--- config.mk ---
export PLATFORM = sky130hd
export DESIGN_NAME = nnet_frame_arbiter
export DESIGN_NICKNAME = d
export VERILOG_FILES = /design/src/rtl/nnet_pkg.sv /design/src/rtl/nnet_rr_arbiter.sv /design/src/rtl/nnet_frame_arbiter.sv
export SDC_FILE = /design/constraint.sdc
export NUM_CORES = 1
export LEC_CHECK = 0
export CORE_MARGIN = 2
export CORE_UTILIZATION = 35
export CTS_BUF_LIST = sky130_fd_sc_hd__clkbuf_2 sky130_fd_sc_hd__clkbuf_4 sky130_fd_sc_hd__clkbuf_8
export DETAILED_ROUTE_END_ITERATION = 10
export PLACE_DENSITY_LB_ADDON = 0.3
export SETUP_SLACK_MARGIN = 0.2
export SYNTH_ARGS = -nofsm -noshare
export SYNTH_HDL_FRONTEND = slang
export SYNTH_HIERARCHICAL = 1
export SYNTH_SLANG_ARGS = --single-unit
--- constraint.sdc ---
create_clock -name ap_clk -period 4.8 [get_ports ap_clk]
set_input_delay 0.72 -clock ap_clk [delete_from_list [all_inputs] [get_ports ap_clk]]
set_output_delay 0.72 -clock ap_clk [all_outputs]
set_load 0.01 [all_outputs]
--- src/rtl/nnet_pkg.sv ---
// Shared constants for the nnet frame arbiter: FSM state encoding and default widths.
package nnet_pkg;
    localparam int DATA_W_DEF = 32;
    localparam int SIZE_W     = 16;

    localparam logic [1:0] ST_IDLE  = 2'd0;
    localparam logic [1:0] ST_FEED  = 2'd1;
    localparam logic [1:0] ST_DRAIN = 2'd2;
endpackage

--- src/rtl/nnet_rr_arbiter.sv ---
// Combinational round-robin pick: first requesting port after last_grant, wrapping.
module nnet_rr_arbiter #(
    parameter int NUM_PORTS = 2
) (
    input  logic [NUM_PORTS-1:0] req,
    input  logic [2:0]           last_grant,
    output logic                 gnt_valid,
    output logic [2:0]           gnt_idx
);
    logic [7:0] req_ext;
    logic [3:0] cand;

    assign req_ext = 8'(req);

    // Walk from the farthest candidate back to the nearest so the nearest wins.
    always_comb begin
        gnt_valid = 1'b0;
        gnt_idx   = 3'd0;
        cand      = 4'd0;
        for (int i = NUM_PORTS; i >= 1; i--) begin
            cand = {1'b0, last_grant} + 4'(i);
            if (cand >= 4'(NUM_PORTS))
                cand = cand - 4'(NUM_PORTS);
            if (req_ext[cand[2:0]]) begin
                gnt_valid = 1'b1;
                gnt_idx   = cand[2:0];
            end
        end
    end
endmodule

--- src/rtl/nnet_frame_arbiter.sv ---
// Shares one HLS neural-net core among NUM_PORTS streams, one whole frame per grant.
//
// state    | meaning
// ST_IDLE  | no grant; pick next requester round-robin when sizes are non-zero
// ST_FEED  | forward size_in words from granted port to core input
// ST_DRAIN | return size_out core results to granted port, tlast on final word
module nnet_frame_arbiter
    import nnet_pkg::*;
#(
    parameter int NUM_PORTS = 2,
    parameter int DATA_W    = DATA_W_DEF
) (
    input  logic                        ap_clk,
    input  logic                        ap_rst_n,
    input  logic                        clear,
    input  logic [SIZE_W-1:0]           size_in,
    input  logic [SIZE_W-1:0]           size_out,
    input  logic [NUM_PORTS*DATA_W-1:0] s_tdata,
    input  logic [NUM_PORTS-1:0]        s_tlast,
    input  logic [NUM_PORTS-1:0]        s_tvalid,
    output logic [NUM_PORTS-1:0]        s_tready,
    output logic [NUM_PORTS*DATA_W-1:0] m_tdata,
    output logic [NUM_PORTS-1:0]        m_tlast,
    output logic [NUM_PORTS-1:0]        m_tvalid,
    input  logic [NUM_PORTS-1:0]        m_tready,
    output logic [DATA_W-1:0]           nn_in_tdata,
    output logic                        nn_in_tvalid,
    input  logic                        nn_in_tready,
    input  logic [DATA_W-1:0]           nn_out_tdata,
    input  logic                        nn_out_tvalid,
    output logic                        nn_out_tready,
    output logic                        busy,
    output logic [2:0]                  cur_port,
    output logic [31:0]                 frame_cnt,
    output logic                        err_len
);
    logic [1:0]        state;
    logic [2:0]        port;
    logic [2:0]        last_port;
    logic [SIZE_W-1:0] sz_in, sz_out, in_cnt, out_cnt;
    logic              gnt_valid;
    logic [2:0]        gnt_idx;
    logic              sel_tvalid, sel_tlast, sel_mready;
    logic              in_xfer, out_xfer, in_last, out_last;

    nnet_rr_arbiter #(.NUM_PORTS(NUM_PORTS)) u_rr (
        .req        (s_tvalid),
        .last_grant (last_port),
        .gnt_valid  (gnt_valid),
        .gnt_idx    (gnt_idx)
    );

    assign in_last       = (in_cnt == sz_in - 16'd1);
    assign out_last      = (out_cnt == sz_out - 16'd1);
    assign nn_in_tvalid  = (state == ST_FEED) && sel_tvalid;
    assign nn_out_tready = (state == ST_DRAIN) && sel_mready;
    assign in_xfer       = nn_in_tvalid && nn_in_tready;
    assign out_xfer      = nn_out_tvalid && nn_out_tready;
    assign m_tdata       = {NUM_PORTS{nn_out_tdata}};
    assign busy          = (state != ST_IDLE);
    assign cur_port      = port;

    always_comb begin
        nn_in_tdata = '0;
        sel_tvalid  = 1'b0;
        sel_tlast   = 1'b0;
        sel_mready  = 1'b0;
        s_tready    = '0;
        m_tvalid    = '0;
        m_tlast     = '0;
        for (int p = 0; p < NUM_PORTS; p++) begin
            if (port == 3'(p)) begin
                nn_in_tdata = s_tdata[p*DATA_W +: DATA_W];
                sel_tvalid  = s_tvalid[p];
                sel_tlast   = s_tlast[p];
                sel_mready  = m_tready[p];
                s_tready[p] = (state == ST_FEED) && nn_in_tready;
                m_tvalid[p] = (state == ST_DRAIN) && nn_out_tvalid;
                m_tlast[p]  = (state == ST_DRAIN) && out_last;
            end
        end
    end

    always_ff @(posedge ap_clk or negedge ap_rst_n) begin
        if (!ap_rst_n) begin
            state     <= ST_IDLE;
            port      <= 3'd0;
            last_port <= 3'(NUM_PORTS - 1);
            sz_in     <= '0;
            sz_out    <= '0;
            in_cnt    <= '0;
            out_cnt   <= '0;
            frame_cnt <= '0;
            err_len   <= 1'b0;
        end else if (clear) begin
            state   <= ST_IDLE;
            in_cnt  <= '0;
            out_cnt <= '0;
            err_len <= 1'b0;
        end else begin
            case (state)
                ST_IDLE: begin
                    if (size_in != '0 && size_out != '0 && gnt_valid) begin
                        port    <= gnt_idx;
                        sz_in   <= size_in;
                        sz_out  <= size_out;
                        in_cnt  <= '0;
                        out_cnt <= '0;
                        state   <= ST_FEED;
                    end
                end
                ST_FEED: begin
                    if (in_xfer) begin
                        in_cnt <= in_cnt + 16'd1;
                        // Word count decides the frame; tlast only flags a mismatch.
                        if (in_last) begin
                            state <= ST_DRAIN;
                            if (!sel_tlast)
                                err_len <= 1'b1;
                        end else if (sel_tlast) begin
                            err_len <= 1'b1;
                        end
                    end
                end
                ST_DRAIN: begin
                    if (out_xfer) begin
                        out_cnt <= out_cnt + 16'd1;
                        if (out_last) begin
                            state     <= ST_IDLE;
                            last_port <= port;
                            frame_cnt <= frame_cnt + 32'd1;
                        end
                    end
                end
                default: state <= ST_IDLE;
            endcase
        end
    end
endmodule

==> results.json, run 1 <==
{
  "tns_ns": 0,
  "drive_above_1_share": 0.1161,
  "clkLatencyLatePin_ns": 0.40,
  "grt_first_pass_wirelength_um": 31670,
  "p_leak_nw": 3.808,
  "grt_max_degree": 74,
  "clk_pin_slew_ns": 0.11,
  "h-tree-depth": 3,
  "cts_repair_resize_count": 0,
  "die_h_um": 150.8,
  "cp-start-kind": "flop",
  "ys_top_cells_by_area": "dfrtp_1 34%, buf_4 6.7%, xor2_1 6.4%, mux2_2 6.1%, mux2i_1 5.0%",
  "cts_buffers": 9,
  "synth.distinct_cells": 71,
  "synthArstFlopShare": 1.000,
  "cts_tree": "done",
  "synth_flop_cell": "dfrtp_1",
  "track_usage": 0.1761,
  "setup_viol": 0,
  "multi_input_area_um2": 4190,
  "drv_slew": 0,
  "ir_worst_vdd_mv": 0.1627,
  "fillers": 2078,
  "die_w_um": 150.8,
  "drcViolationCount": 0,
  "arrival_ns": 3.57,
  "min_period_over_period": 0.8945,
  "crit_required_ns": 4.08,
  "via_per_inst": 5.239,
  "dr.pass1.iters": 5,
  "cts_root_buf": "clkbuf_8",
  "post_cts_buffers": 0,
  "pin_count": 280,
  "hpwl_um": 15000,
  "drt_iter0_drc": 396,
  "post-synth-top-area-fraction": 0.3449,
  "status": "complete, no violations",
  "cts.path.max_buffers": 2,
  "max_freq_mhz": 232.9,
  "ant_nets": 0,
  "place.gp.congestion": 0.8216,
  "start_util": 0.3578,
  "hold_violations": 0,
  "grt_antenna_before_repair": 0,
  "row_count": 53,
  "vias": 6135,
  "synthCells": 794,
  "drv_cap": 0,
  "synth-edff-count": 0,
  "syn_area_um2": 7545,
  "finalCriticalPeriod_ns": 4.294,
  "grt_overflow": 0,
  "core_um2": 21090,
  "end_kind": "primary output",
  "hold_ws_ns": 0.4567,
  "worst_slew_pin_slew_ns": 0.9740,
  "min_path_type": "in -> async",
  "crit_type": "reg -> out",
  "wl_per_cell_um": 17.34,
  "grt_pass1_vias": 5841,
  "wirelength_um": 20310,
  "diodes": 0,
  "slew_headroom": 0.3506,
  "yosysWarnings": 6,
  "cts_hold_buf": 0,
  "synth-seq-area-share": 0.3484,
  "r2r_setup_slack_ns": 1.05,
  "area_growth_pct": 23.88,
  "yosys.area.top_type": "dfrtp_1",
  "rsz0062_at_grt": "false",
  "worst-path-max-fanout": 12,
  "powerDensity_nw_per_um2": 252.2,
  "die_area_um2": 22750,
  "yosysMostFrequentCell": "dfrtp_1",
  "clock_skew_ns": 0.01947,
  "cts.sinks": 105,
  "synth_common_cells": "104 x dfrtp_1, 73 x nor2_1, 67 x buf_4, 55 x xor2_1, 41 x mux2_2",
  "seqCellArea_um2": 2630,
  "syn_avg_cell_area_um2": 9.502,
  "portBuffers": 183,
  "fin_nets": 1041,
  "ys_ff_latch": 105
}
-- through the flow --
| stage | setup slack (ns) | power (mW) | cell area, µm² | utilization | cells |
|---|---|---|---|---|---|
| after floorplan | 1.641 | 1.483 | 7548 | - | 795 |
| after global placement | 0.9297 | 1.716 | 9110 | 0.4320 | 1155 |
| after detailed placement | 0.8768 | 1.722 | 9110 | 0.4320 | 1155 |
| after CTS | 0.4744 | 2.386 | 9346 | 0.4432 | 1171 |
| after global routing | 0.2048 | 2.490 | 9346 | 0.4432 | 1171 |
| final | 0.5064 | 2.357 | 9346 | 0.4432 | 1171 |
-- path summary, 6_finish.rpt --
check | startpoint | end | cells after the start
min in group ap_clk | frame_cnt[31] | frame_cnt[31] | 1
max in group asynchronous | ap_rst_n | in_cnt[13] | 2
setup / recovery | sz_out[3] | m_tlast[0] | 8
setup reg to reg | last_port[0] | cur_port[1] | 11
hold reg to reg | frame_cnt[31] | frame_cnt[31] | 1
hold / removal | ap_rst_n | sz_in[13] | 1
-- cells by family (layout without fill, tap and decap cells) --
group           Yosys count  after routing  share of synthesized area
other cells               1              2                  0.0004970
fa+ha+maj                11             11                    0.01824
mux                      79             79                     0.1116
buf+inv                 121            222                    0.09917
xor+xnor                 89             89                     0.1033
simple gates            321            321                     0.2559
compound gates           67             67                    0.06285
flops                   105            105                     0.3484
-- layer usage --
layer,up-vias,track usage,wire length (µm)
li1,2965,-,-
met5,-,0,0
met4,0,0.03925,162
met3,17,0.03675,998
met1,3021,0.2545,9602
met2,132,0.2716,9545
-- power breakdown --
part	leakage, nW	total, mW	internal [mW]	switching, mW
Combinational	2.31	0.642	0.348	0.294
Clock	0.115	0.655	0.305	0.351
Sequential	1.38	1.06	0.941	0.120
-- critical path: stages (launching register included) --
cell             delay [ns]
dfrtp_1                0.48
nor3_2                 0.60
nand4_1                0.21
a2111oi_0              0.40
a211o_1                0.17
o211ai_1               0.12
or3_1                  0.44
nor3_1                 0.18
clkdlybuf4s50_1        0.58
-- sequential cells by signal (all words and copies together), names as in the netlist, 2 cells and up --
name	count
state	2
sz_in	16
out_cnt	16
last_port	3
in_cnt	16
sz_out	16
cur_port	3
frame_cnt	32
-- area by class of cell --
cell class,instances,share of cell area
well taps,275,0.03681
multi-input cells,569,0.4483
inverters,15,0.006024
flip-flops and latches,105,0.2814
repair buffers,191,0.2021
clock inverters,7,0.01205
clock buffers,9,0.01325
-- cells in the final DEF, fill, tap and decap left out, types with 21 or more instances in the layout --
cell and count:
and3_1 26, clkdlybuf4s50_1 182, dfrtp_1 103, mux2_2 41, mux2i_1 38, nand2_1 32, nand3_1 29, nand4_1 27
nor2_1 72, nor3_1 23, o21ai_0 21, xnor2_1 34, xor2_1 55
(Power assumes the default switching activity.)
==> inputs of run 2 (changes only) <==
CORE_UTILIZATION = 50   (was 35)
SKIP_CTS_REPAIR_TIMING = 1   (was default)
==> results.json, run 2 (synthesis results as in run 1) <==
{
  "row_count": 44,
  "final_common_cell": "clkdlybuf4s50_1",
  "largest_register_ffs": 32,
  "area_growth_pct": 21.69,
  "r2r_start": "sz_out[0]",
  "die_h_um": 126.8,
  "cpMaxStageDelayCell": "clkdlybuf4s50_1",
  "setup_viol": 0,
  "tns_ns": 0,
  "hold_violations": 0,
  "rsz0062_at_grt": "false",
  "fin_nets": 1040,
  "track_usage": 0.2393,
  "min_period_over_period": 0.9016,
  "drcViolationCount": 0,
  "ant_nets": 0,
  "wl_per_cell_um": 18.24,
  "critical_path.startpoint": "sz_out[0]",
  "h-tree-depth": 3,
  "worst-path-buf-inv": 2,
  "cts_root_buf": "clkbuf_8",
  "largest-register": "frame_cnt",
  "crit_required_ns": 4.08,
  "cts_buffers": 9,
  "powerDensity_nw_per_um2": 246.2,
  "crit_type": "reg -> out",
  "status": "complete, no violations",
  "die_w_um": 126.8,
  "slew_headroom": 0.3932,
  "clock_skew_ns": 0.01343,
  "drive_above_1_share": 0.1140,
  "grt_first_pass_wirelength_um": 30930,
  "dp_slack_ns": 0.8729,
  "path_cells": "inv_1 > ha_1 > nor2b_2 > or3_1 > a31o_1 > nor4_4 > nand3_1 > or3_1 > nor2_1 > clkdlybuf4s50_1",
  "cts.path.max_buffers": 2,
  "worst_slew_pin_slew_ns": 0.8976,
  "pin_count": 280,
  "fin_util": 0.6270,
  "die_area_um2": 16090,
  "clk_pin_slew_ns": 0.11,
  "clkLatencyLatePin_ns": 0.40,
  "via_per_inst": 5.735,
  "place.gp.congestion": 0.9081,
  "core_um2": 14640,
  "grt_antenna_before_repair": 0,
  "drt_iter0_drc": 383,
  "min_path_type": "in -> async",
  "fin_ws_ns": 0.4725,
  "arrival_ns": 3.61,
  "grt_pass1_vias": 5849,
  "p_leak_nw": 3.788,
  "grt_overflow": 0,
  "slowest_delay_ns": 0.59,
  "cts_tree": "done",
  "cts.sinks": 105,
  "drv_cap": 0,
  "grt_max_degree": 65,
  "wirelength_um": 19680,
  "start_util": 0.5152,
  "end_kind": "primary output",
  "diodes": 0,
  "path_common_cell": "or3_1",
  "portBuffers": 183,
  "final_cell_mix": "182 x clkdlybuf4s50_1, 103 x dfrtp_1, 73 x nor2_1",
  "cp-start-kind": "flop",
  "max_freq_mhz": 231.1,
  "finalCriticalPeriod_ns": 4.327,
  "hpwl_um": 14770,
  "critPathTopFamily": "simple AND/OR/NAND/NOR gates",
  "vias": 6188,
  "worst-path-max-fanout": 6,
  "dr.pass1.iters": 5,
  "drv_slew": 0,
  "ir_worst_vdd_mv": 0.2236
}
-- run 2: per-layer routing --
layer | up-vias | routed length (µm) | global-route usage
li1 | 2984 | - | -
met1 | 3005 | 8709 | 0.3123
met2 | 162 | 9602 | 0.4054
met3 | 37 | 990 | 0.04639
met4 | 0 | 379 | 0.07046
met5 | - | 0 | 0
-- run 2: final timing paths --
kind	end	slack [ns]	depth (start not counted)
worst max-delay path	m_tlast[1]	0.47	10
worst min-delay path	sz_in[10]	0.40	1
worst max register to register	frame_cnt[31]	1.54	10
worst min register to register	frame_cnt[31]	0.47	1
max in group asynchronous	out_cnt[15]	3.36	2
min in group ap_clk	frame_cnt[31]	0.47	1
-- run 2: cell type report --
type	count	area [µm²]
fillers	1266	5463
multi-input cells	569	4194
flip-flops and latches	105	2630
repair buffers	190	1882
well taps	184	230.2
clock buffers	11	145.1
inverters	15	56.30
clock inverters	5	43.79
-- run 2: worst reg2reg max path, delay by kind of cell, from the launching register on --
| kind | cells | cell delay (ns) |
|---|---|---|
| DFF | 1 | 0.48 |
| and+or+nand+nor | 4 | 1.29 |
| xor gates and xnor gates | 1 | 0.19 |
| AOI/OAI and AO/OA | 2 | 0.58 |
| adders and majority gates | 1 | 0.25 |
| buffers and inverters | 2 | 0.42 |
-- run 2: stage by stage --
step / instances / hold slack, ns / power (mW) / cell area, µm²
6_report: 1079 / 0.4027 / 2.260 / 9181
5_1_grt: 1079 / 0.4667 / 2.366 / 9181
4_1_cts: 1079 / 0.4408 / 2.272 / 9175
3_5_place_dp: 1063 / 0.4656 / 1.716 / 8986
3_3_place_gp: 1063 / 0.4564 / 1.704 / 8986
2_1_floorplan: 795 / 0.4244 / 1.483 / 7548
-- run 2: report_power, final --
part	leakage [nW]	switching, mW	internal (mW)	total [mW]
combinational	2.31	0.291	0.348	0.639
sequential	1.38	0.123	0.941	1.06
clock	0.0983	0.341	0.217	0.558
total	3.79	0.754	1.51	2.26
==> inputs of run 3 (changes only) <==
CAP_MARGIN = 20   (was default)
TNS_END_PERCENT = 100   (was default)
==> results of run 3 <==
No change in the layout: final DEF, timing and power equal those of run 2.
